[src/rtl/cfi_mailbox_rx.sv]
// cfi_mailbox_rx: AXI4 subordinate that queues CFI log words in a FIFO and raises a doorbell.
// Optional: define CFI_MAILBOX_TIMESTAMP_EN to add a free-running cycle counter and the TIMESTAMP register.

package ariane_axi;
    localparam int unsigned IdWidth = 4;
    typedef logic [IdWidth-1:0] id_t;
    typedef struct packed { id_t id; logic [63:0] addr; logic [7:0] len; } ax_chan_t;
    typedef struct packed { logic [63:0] data; logic last; } w_chan_t;
    typedef struct packed { id_t id; logic [1:0] resp; } b_chan_t;
    typedef struct packed { id_t id; logic [63:0] data; logic [1:0] resp; logic last; } r_chan_t;
    typedef struct packed {
        ax_chan_t aw; logic aw_valid;
        w_chan_t  w;  logic w_valid;
        logic     b_ready;
        ax_chan_t ar; logic ar_valid;
        logic     r_ready;
    } req_t;
    typedef struct packed {
        logic aw_ready; logic ar_ready; logic w_ready;
        logic b_valid;  b_chan_t b;
        logic r_valid;  r_chan_t r;
    } resp_t;
endpackage

module cfi_mailbox_rx #(
    parameter int unsigned DEPTH     = 16,
    parameter logic [63:0] ADDR_BASE = 64'h1000_0000
) (
    input  logic              clk_i,
    input  logic              rst_i,
    input  ariane_axi::req_t  axi_req_i,
    output ariane_axi::resp_t axi_rsp_o,
    output logic              doorbell_o,
    output logic              overflow_o
);
    localparam int unsigned PtrW = (DEPTH > 1) ? $clog2(DEPTH) : 1;
    localparam int unsigned CntW = $clog2(DEPTH) + 1;

    localparam logic [1:0] RESP_OKAY   = 2'b00;
    localparam logic [1:0] RESP_SLVERR = 2'b10;
    localparam logic [1:0] RESP_DECERR = 2'b11;

    localparam logic [2:0] REG_LOG    = 3'd0;
    localparam logic [2:0] REG_STATUS = 3'd1;
    localparam logic [2:0] REG_DB     = 3'd2;
    localparam logic [2:0] REG_ACK    = 3'd3;
    localparam logic [2:0] REG_TS     = 3'd4;

    localparam logic [1:0] W_IDLE = 2'd0;
    localparam logic [1:0] W_DATA = 2'd1;
    localparam logic [1:0] W_RESP = 2'd2;
    localparam logic [0:0] R_IDLE = 1'b0;
    localparam logic [0:0] R_DATA = 1'b1;

    // Holds the AW/AR readies low for the first cycle out of reset.
    logic up_q;

    logic [1:0]              wstate_q, wstate_d;
    ariane_axi::id_t         wid_q, wid_d;
    logic [63:3]             waddr_q, waddr_d;
    logic [7:0]              wlen_q, wlen_d;
    logic                    wfirst_q, wfirst_d;
    logic [1:0]              bresp_q, bresp_d;

    logic [0:0]              rstate_q, rstate_d;
    ariane_axi::id_t         rid_q, rid_d;
    logic [63:3]             raddr_q, raddr_d;
    logic [7:0]              rlen_q, rlen_d, rbeat_q, rbeat_d;

    logic [63:0]             mem_q [DEPTH];
    logic [PtrW-1:0]         wptr_q, rptr_q;
    logic [CntW-1:0]         cnt_q;
    logic                    db_q, db_d, ovf_q, ovf_d;
    logic                    push, pop, full, empty;
    logic [63:0]             rdata;
    logic [1:0]              rresp;
    logic                    w_hit, r_hit;
    logic [2:0]              w_idx, r_idx;
    logic                    unused_addr_lsbs;

`ifdef CFI_MAILBOX_TIMESTAMP_EN
    logic [63:0]             ts_q, ts_cap_q, ts_cap_d;
`endif

    assign unused_addr_lsbs = ^{axi_req_i.aw.addr[2:0], axi_req_i.ar.addr[2:0]};

    assign full  = (cnt_q == CntW'(DEPTH));
    assign empty = (cnt_q == '0);
    assign w_hit = (waddr_q[63:6] == ADDR_BASE[63:6]);
    assign r_hit = (raddr_q[63:6] == ADDR_BASE[63:6]);
    assign w_idx = waddr_q[5:3];
    assign r_idx = raddr_q[5:3];

    // Read data is live FIFO/status state; the value that counts is the one at the R handshake.
    always_comb begin
        rdata = '0;
        rresp = RESP_OKAY;
        if (rlen_q != 8'd0) begin
            rresp = RESP_SLVERR;
        end else if (!r_hit) begin
            rresp = RESP_DECERR;
        end else begin
            case (r_idx)
                REG_LOG:    if (empty) rresp = RESP_SLVERR; else rdata = mem_q[rptr_q];
                REG_STATUS: rdata = {48'd0, 8'(cnt_q), 5'd0, ovf_q, full, empty};
                REG_DB, REG_ACK: rdata = '0;
`ifdef CFI_MAILBOX_TIMESTAMP_EN
                REG_TS:     rdata = ts_cap_q;
`endif
                default:    rresp = RESP_DECERR;
            endcase
        end
    end

    assign pop = (rstate_q == R_DATA) && axi_req_i.r_ready && (rlen_q == 8'd0)
               && r_hit && (r_idx == REG_LOG) && !empty;

    always_comb begin
        rstate_d = rstate_q;
        rid_d    = rid_q;
        raddr_d  = raddr_q;
        rlen_d   = rlen_q;
        rbeat_d  = rbeat_q;
        case (rstate_q)
            R_IDLE: if (up_q && axi_req_i.ar_valid) begin
                rid_d    = axi_req_i.ar.id;
                raddr_d  = axi_req_i.ar.addr[63:3];
                rlen_d   = axi_req_i.ar.len;
                rbeat_d  = 8'd0;
                rstate_d = R_DATA;
            end
            default: if (axi_req_i.r_ready) begin
                if (rbeat_q == rlen_q) rstate_d = R_IDLE;
                else                   rbeat_d  = rbeat_q + 8'd1;
            end
        endcase
    end

    always_comb begin
        wstate_d = wstate_q;
        wid_d    = wid_q;
        waddr_d  = waddr_q;
        wlen_d   = wlen_q;
        wfirst_d = wfirst_q;
        bresp_d  = bresp_q;
        db_d     = db_q;
        ovf_d    = ovf_q;
        push     = 1'b0;
`ifdef CFI_MAILBOX_TIMESTAMP_EN
        ts_cap_d = ts_cap_q;
`endif
        case (wstate_q)
            W_IDLE: if (up_q && axi_req_i.aw_valid) begin
                wid_d    = axi_req_i.aw.id;
                waddr_d  = axi_req_i.aw.addr[63:3];
                wlen_d   = axi_req_i.aw.len;
                wfirst_d = 1'b1;
                bresp_d  = (axi_req_i.aw.len != 8'd0) ? RESP_SLVERR : RESP_OKAY;
                wstate_d = W_DATA;
            end
            W_DATA: if (axi_req_i.w_valid) begin
                wfirst_d = 1'b0;
                if (wfirst_q && wlen_q == 8'd0) begin
                    if (!w_hit) begin
                        bresp_d = RESP_DECERR;
                    end else begin
                        case (w_idx)
                            // A same-cycle pop frees the slot before the push needs it.
                            REG_LOG: if (full && !pop) begin
                                ovf_d   = 1'b1;
                                bresp_d = RESP_SLVERR;
                            end else begin
                                push = 1'b1;
                            end
                            REG_STATUS: bresp_d = RESP_SLVERR;
                            REG_DB: begin
                                db_d = 1'b1;
`ifdef CFI_MAILBOX_TIMESTAMP_EN
                                ts_cap_d = ts_q;
`endif
                            end
                            REG_ACK: begin
                                db_d  = 1'b0;
                                ovf_d = 1'b0;
                            end
`ifdef CFI_MAILBOX_TIMESTAMP_EN
                            REG_TS: bresp_d = RESP_SLVERR;
`endif
                            default: bresp_d = RESP_DECERR;
                        endcase
                    end
                end
                if (axi_req_i.w.last) wstate_d = W_RESP;
            end
            W_RESP: if (axi_req_i.b_ready) wstate_d = W_IDLE;
            default: wstate_d = W_IDLE;
        endcase
    end

    always_ff @(posedge clk_i or posedge rst_i) begin
        if (rst_i) begin
            up_q     <= 1'b0;
            wstate_q <= W_IDLE;
            wid_q    <= '0;
            waddr_q  <= '0;
            wlen_q   <= '0;
            wfirst_q <= 1'b0;
            bresp_q  <= RESP_OKAY;
            rstate_q <= R_IDLE;
            rid_q    <= '0;
            raddr_q  <= '0;
            rlen_q   <= '0;
            rbeat_q  <= '0;
            wptr_q   <= '0;
            rptr_q   <= '0;
            cnt_q    <= '0;
            db_q     <= 1'b0;
            ovf_q    <= 1'b0;
        end else begin
            up_q     <= 1'b1;
            wstate_q <= wstate_d;
            wid_q    <= wid_d;
            waddr_q  <= waddr_d;
            wlen_q   <= wlen_d;
            wfirst_q <= wfirst_d;
            bresp_q  <= bresp_d;
            rstate_q <= rstate_d;
            rid_q    <= rid_d;
            raddr_q  <= raddr_d;
            rlen_q   <= rlen_d;
            rbeat_q  <= rbeat_d;
            if (push) wptr_q <= wptr_q + PtrW'(1);
            if (pop)  rptr_q <= rptr_q + PtrW'(1);
            cnt_q    <= cnt_q + CntW'(push) - CntW'(pop);
            db_q     <= db_d;
            ovf_q    <= ovf_d;
        end
    end

    always_ff @(posedge clk_i) begin
        if (push) mem_q[wptr_q] <= axi_req_i.w.data;
    end

`ifdef CFI_MAILBOX_TIMESTAMP_EN
    always_ff @(posedge clk_i or posedge rst_i) begin
        if (rst_i) begin
            ts_q     <= '0;
            ts_cap_q <= '0;
        end else begin
            ts_q     <= ts_q + 64'd1;
            ts_cap_q <= ts_cap_d;
        end
    end
`endif

    always_comb begin
        axi_rsp_o          = '0;
        axi_rsp_o.aw_ready = up_q && (wstate_q == W_IDLE);
        axi_rsp_o.w_ready  = (wstate_q == W_DATA);
        axi_rsp_o.b_valid  = (wstate_q == W_RESP);
        axi_rsp_o.b.id     = wid_q;
        axi_rsp_o.b.resp   = bresp_q;
        axi_rsp_o.ar_ready = up_q && (rstate_q == R_IDLE);
        axi_rsp_o.r_valid  = (rstate_q == R_DATA);
        axi_rsp_o.r.id     = rid_q;
        axi_rsp_o.r.data   = rdata;
        axi_rsp_o.r.resp   = rresp;
        axi_rsp_o.r.last   = (rbeat_q == rlen_q);
    end

    assign doorbell_o = db_q;
    assign overflow_o = ovf_q;

endmodule

[config.mk]
export PLATFORM = sky130hd
export DESIGN_NAME = cfi_mailbox_rx
export DESIGN_NICKNAME = d
export VERILOG_FILES = /design/src/rtl/cfi_mailbox_rx.sv
export SDC_FILE = /design/constraint.sdc
export NUM_CORES = 1
export LEC_CHECK = 0
export CAP_MARGIN = 25
export CORE_UTILIZATION = 35
export DETAILED_ROUTE_END_ITERATION = 12
export DONT_BUFFER_PORTS = 1
export PLACE_DENSITY = 0.56
export SYNTH_ARGS = -nofsm -noshare
export SYNTH_HDL_FRONTEND = slang
export SYNTH_SLANG_ARGS = --single-unit
[constraint.sdc]
create_clock -name clk_i -period 20.6 [get_ports clk_i]
set_input_delay 6.18 -clock clk_i [delete_from_list [all_inputs] [get_ports clk_i]]
set_output_delay 6.18 -clock clk_i [all_outputs]
set_load 0.05 [all_outputs]
* Word level (Yosys, flattened, before mapping)
Memories as Yosys holds them, arrays and structs flattened.
Index checks and enable logic that the tools add are counted.
** Operators by class
- Add/subtract/negate cells :: 5
- Multiplexer cells :: 43
- Equal/unequal tests :: 22
- Bitwise operators :: 1
- Reductions and logical operators :: 35
** Operators by type and width (number)
- 64-bit two-way mux :: 3
- 64-bit case mux with 2 select lines :: 1
- 58-bit by 23-bit equality test with 1-bit output (second input constant) :: 2
- 8-bit two-way mux :: 4
- 2-bit two-way mux :: 13
- 8-bit logical NOT :: 2
- 8-bit nonzero test :: 2
- 1-bit two-way mux :: 15
- 2-bit inequality test (second input constant) :: 7
- 3-bit by 2-bit equality test with 1-bit output (second input constant) :: 4
- 2-bit case mux with 3 select lines :: 2
- 6-bit AND reduction :: 2
- 1-bit logical AND :: 11
- 4-bit by 1-bit adder with 4-bit output (second input constant) :: 2
- 8-bit by 1-bit adder with 8-bit output (second input constant) :: 1
- 8-bit equality test :: 1
- 2-bit case mux with 2 select lines :: 2
- 2-bit nonzero test :: 4
- 3-bit by 1-bit equality test with 1-bit output (second input constant) :: 2
- 3-bit logical NOT :: 2
- 1-bit case mux with 2 select lines :: 3
- 3-bit AND reduction :: 2
- 5-bit by 1-bit adder with 5-bit output :: 1
- 5-bit equality test (second input constant) :: 1
- 15 further kinds :: 17
** Storage, ports and cells
- Output and inout bits :: 84
- Memories kept :: 1
- Word-level logic and storage cells :: 124
- Bits in writable memories :: 1024
- Bits in registers :: 176
- Bits of input ports :: 224
** Memories
- mem_q :: depth 16, width 64, rd ports 1, clocked after memory_dff 0, write ports 1, line 70 : logic [63:0] mem_q [DEPTH];

* Depth between registers and ports, before layout
- Depth after elaboration :: 15
- Depth in mapped cells :: 20
- Depth with buffers taken out :: 18

* Worst setup path after synthesis
Ideal clock, no wire load.
- Path type :: in2reg
- Start point :: input port axi_req_i[0] in the netlist's numbering
- End point :: memory mem_q[15][0] (enable)
- Stages on the path :: 6
- Buffers on the path :: 1
- Setup time :: 429 ps
- Data arrival time :: 8532 ps
- Setup slack :: 11639 ps
- Data required time :: 20171 ps
- Cell sequence :: nand2_1 > nor2_1 > nand3_4 > a21boi_4 > buf_6 > and3_1
** Between the ends
- Cells in the longest elaborated chain, start to end :: 15
** Ends and longest elaborated chain
- from (decl) :: line 31 : input ariane_axi::req_t axi_req_i,
- 1-bit logical AND (2 in a row) :: line 115 : assign pop = (rstate_q == R_DATA) && axi_req_i.r_ready && (rlen_q == 8'd0)
- 1-bit logical AND (3 in a row) :: line 116 : && r_hit && (r_idx == REG_LOG) && !empty;
- 1-bit logical NOT :: line 169 : REG_LOG: if (full && !pop) begin
- 1-bit logical AND :: line 169
- 1-bit two-way mux :: line 169
- 1-bit two-way mux :: line 167 : case (w_idx)
- 1-bit two-way mux :: line 164 : if (!w_hit) begin
- 1-bit two-way mux :: line 163 : if (wfirst_q && wlen_q == 8'd0) begin
- 1-bit two-way mux :: line 161 : W_DATA: if (axi_req_i.w_valid) begin
- 1-bit two-way mux :: line 152 : case (wstate_q)
- 1-bit two-way mux :: line 241 : if (push) mem_q[wptr_q] <= axi_req_i.w.data;
- 1-bit two-way mux (not written as such) :: line 241
- to (decl) :: line 70
No other way between the ends.

==> implementation parameters <==
Parameter                              Value

Critical path
  Category of the worst setup path launch point    flip-flop
  Critical setup path kind    reg2out
  Data arrival at the endpoint of the critical path    4720 ps
  Maximum fanout count along the critical path    108
  Category of the worst setup path capture point    output pin
  Beginning of the worst register-to-register path    raddr_q[57]
  Setup crit start    rptr_q[0]
  Req. time, crit path    14420 ps

Clocking
  Number of gates resized after CTS    0
  Source-to-sink clock delay at the later pin of the worst-skew pair    760 ps
  CTS hold repair buffers    0
  TritonCTS Buffers    131
  Maximum clock insertion buffer count    3
  TritonCTS clock tree    done
  Number of sinks handled by clock tree synthesis    1200
  H-Tree Level Count    4
  Post-CTS Repair Setup Buffers    0
  CTS root buffer    sky130_fd_sc_hd__clkbuf_16
  Clock transition at path regs    60 ps

Placed design
  Cell area after placement    0.0489 mm^2
  Final weighted congestion of routability-driven global placement    0.906
  Post-Place Worst Slack    10010 ps
  Number of placed instances with taps included    3943
  Buffers on Ports    0
  HPWL after DPL    59400 um

Min path
  Hold path startpoint    raddr_q[47]
  Worst hold path class    reg2reg

Drt
  DR WL/cell    26.7 um
  Number of iterations in the first detailed-routing pass    6
  Routed via count divided by cell count    5.24
  Final Routed Wirelength    112000 um
  Via count    21.9k
  Remaining antenna violation count    0
  Starting DRT DRC Count    1708
  DRC violation count after routing    0

Timing
  FMAX    91.8 MHz
  Count of endpoints failing hold in the final timing report    0
  Max Slew Vio Count    0
  Worst hold slack after final layout    474 ps
  Worst relative slew slack    26.5%
  Minimum clock period after layout    10900 ps
  Final period util    52.9%
  Final setup violating endpoints    0
  Final total negative setup slack    0 ps
  Worst setup slack after layout    9700 ps
  RSZ-0062 raised after global routing    no
  Final clock skew    27.1 ps
  Worst slew pin tran    1100 ps

Floorplan
  Die Footprint    0.135 mm^2
  I/O pin count    308
  Area of the core    0.132 mm^2
  Die Height    367 um
  Number of rows created at floorplan    133
  Die width    367 um
  Starting density of the core    35.3%

Power
  Power density cells    105 mW/mm^2
  Portion of total power attributed to the clock network    42.4%
  Switching Power    1.27 mW
  Internal power component    4.35 mW
  VDD IR max    0.0780 mV
  Pwr Total    5.61 mW
  LEAKAGE    17.0 nW
  Part of the power in combinational logic    5.0%
  Switching Share    22.6%
  Flop pwr share    52.6%

Synthesis
  Synth async-reset ratio    14.7%
  Number of flops mapped to enable cells by yosys    1024
  Most used flip-flop cell after synthesis    sky130_fd_sc_hd__edfxtp_1
  Proportion of netlist area held by the largest area contributor    66.0%
  Average cell area after synthesis    20.7 um^2
  Cell count after synthesis    2247
  Combined area of all synthesized cells    0.0466 mm^2
  Ranking of synthesized cells by instance count    sky130_fd_sc_hd__edfxtp_1 (1024), sky130_fd_sc_hd__mux4_2 (320), sky130_fd_sc_hd__nand2_1 (236)
  Most numerous cell in the Yosys netlist    sky130_fd_sc_hd__edfxtp_1
  Post-synthesis cell type with the largest combined area    sky130_fd_sc_hd__edfxtp_1
  Syn nets    2484
  Count of unique library cells instantiated by Yosys    57
  FF+latch count, synth    1200
  Total of warnings raised by yosys    0
  Share of the yosys chip area belonging to registers    75.5%
  Top area cells in the synthesized netlist    sky130_fd_sc_hd__edfxtp_1 (66%), sky130_fd_sc_hd__mux4_2 (15%), sky130_fd_sc_hd__dfrtp_1 (9.5%), sky130_fd_sc_hd__nand2_1 (1.9%), sky130_fd_sc_hd__mux2_2 (1.8%)

Flow run
  Number of max-capacitance violations reported    0

GRT
  Number of antenna violations at the first check in global routing    5
  Combined global-route utilization of all metal layers    16.6%
  Vias in the first global route    23.4k
  Overflow left after global routing    0
  First-pass GRT wire length    161000 um
  Maximum number of pins on one net before global-route repair    109

Status
  Status    completed

Finish
  Layout Cell Area excl Fill    0.0534 mm^2
  Non-filler instance count after layout    4182
  Post-layout utilization of the core    40.5%
  Layout cells sized above 1    27.5%
  Number of nets in the final layout    2565
  Area growth syn-to-layout    14.6%
  Number of inserted filler cells in the final layout    11.5k
-- power by group through the flow --
stage | Sequential, mW | Clock [mW] | Combinational [mW]
global placement | 2.99 | 0 | 0.267
floorplan | 2.95 | 0 | 0.233
detailed placement | 3.00 | 0 | 0.279
global route | 2.97 | 2.53 | 0.315
CTS | 2.95 | 2.44 | 0.282
finish | 2.95 | 2.38 | 0.279
-- critical path, stage by stage (launching register included) --
cell	delay (ps)
sky130_fd_sc_hd__dfrtp_4	790
sky130_fd_sc_hd__buf_12	670
sky130_fd_sc_hd__buf_4	780
sky130_fd_sc_hd__mux4_2	600
sky130_fd_sc_hd__mux4_2	560
sky130_fd_sc_hd__nor2b_1	340
-- cell families after synthesis --
group                    synth area share, %
other                                0.00805
adder cells (fa/ha/maj)                0.365
flip-flops                              75.5
buffers and inverters                   1.16
AO/OA/AOI/OAI                          0.607
multiplexers                            17.3
XOR/XNOR                               0.376
AND/OR/NAND/NOR                         4.70
-- worst paths after layout --
kind	endpoint	slack, ps	cells after the start
worst min-delay path	raddr_q[47]	470	2
max in group asynchronous	waddr_q[32]	14000	3
worst min register to register	raddr_q[47]	470	2
worst max-delay path	axi_rsp_o[35]	9700	5
min in group asynchronous	rbeat_q[4]	5510	1
worst max register to register	mem_q[4][17]	16040	7
-- sequential cells by signal, indices dropped and copies added (netlist names), 2 cells and up --
| name | flops |
|---|---|
| rlen_q | 8 |
| wlen_q | 8 |
| cnt_q | 5 |
| wid_q | 4 |
| wstate_q | 2 |
| wptr_q | 4 |
| waddr_q | 61 |
| rptr_q | 4 |
| bresp_q | 2 |
| rbeat_q | 8 |
| raddr_q | 61 |
| mem_q | 1024 |
| rid_q | 4 |
-- area by class of cell --
cell class              count  area (um^2)  area share, %
multi-input cells         917        11000           20.6
clock buffers             167         3520           6.58
well taps                1755         2200           4.11
clock inverters            63          855           1.60
diodes                      2         5.00        0.00937
inverters                  21         83.8          0.157
repair buffers             57          607           1.14
flip-flops and latches   1200        35200           65.8
-- metal layers --
layer  share of wire (%)  wire length [um]  GRT usage [%]  up-vias
met2                  49             54700           27.4      698
met3                 7.1              7930           4.63      165
met4                 2.2              2420           5.01        2
met1                  42             46600           21.4    11800
met5               0.012                13              0        -
li1                    -                 -              -     9273
-- placed cells by master (no fill, tap or decap), types with 5 or more instances in the layout --
master | netlist | routed
sky130_fd_sc_hd__o21ai_0 | 8 | 8
sky130_fd_sc_hd__clkbuf_16 | 0 | 133
sky130_fd_sc_hd__clkbuf_8 | 0 | 8
sky130_fd_sc_hd__inv_1 | 21 | 20
sky130_fd_sc_hd__xnor2_1 | 15 | 15
sky130_fd_sc_hd__nand3_1 | 9 | 9
sky130_fd_sc_hd__mux4_2 | 320 | 320
sky130_fd_sc_hd__dfrtp_1 | 176 | 172
sky130_fd_sc_hd__buf_16 | 0 | 6
sky130_fd_sc_hd__nor2_1 | 22 | 22
sky130_fd_sc_hd__inv_16 | 0 | 5
sky130_fd_sc_hd__buf_6 | 1 | 10
sky130_fd_sc_hd__a21oi_1 | 19 | 19
sky130_fd_sc_hd__edfxtp_1 | 1024 | 1024
sky130_fd_sc_hd__ha_1 | 12 | 12
sky130_fd_sc_hd__nand4_1 | 16 | 16
sky130_fd_sc_hd__and3_4 | 0 | 16
sky130_fd_sc_hd__nand2_1 | 236 | 235
sky130_fd_sc_hd__clkinv_2 | 0 | 8
sky130_fd_sc_hd__xor2_1 | 5 | 5
sky130_fd_sc_hd__nor2b_1 | 66 | 66
sky130_fd_sc_hd__buf_4 | 2 | 37
sky130_fd_sc_hd__bufinv_16 | 0 | 16
sky130_fd_sc_hd__mux2_2 | 74 | 74
sky130_fd_sc_hd__nor4_1 | 42 | 42
sky130_fd_sc_hd__clkinv_1 | 0 | 24
sky130_fd_sc_hd__clkinv_8 | 0 | 5
sky130_fd_sc_hd__clkbuf_1 | 70 | 28
Power figures use the tool's default switching activity.
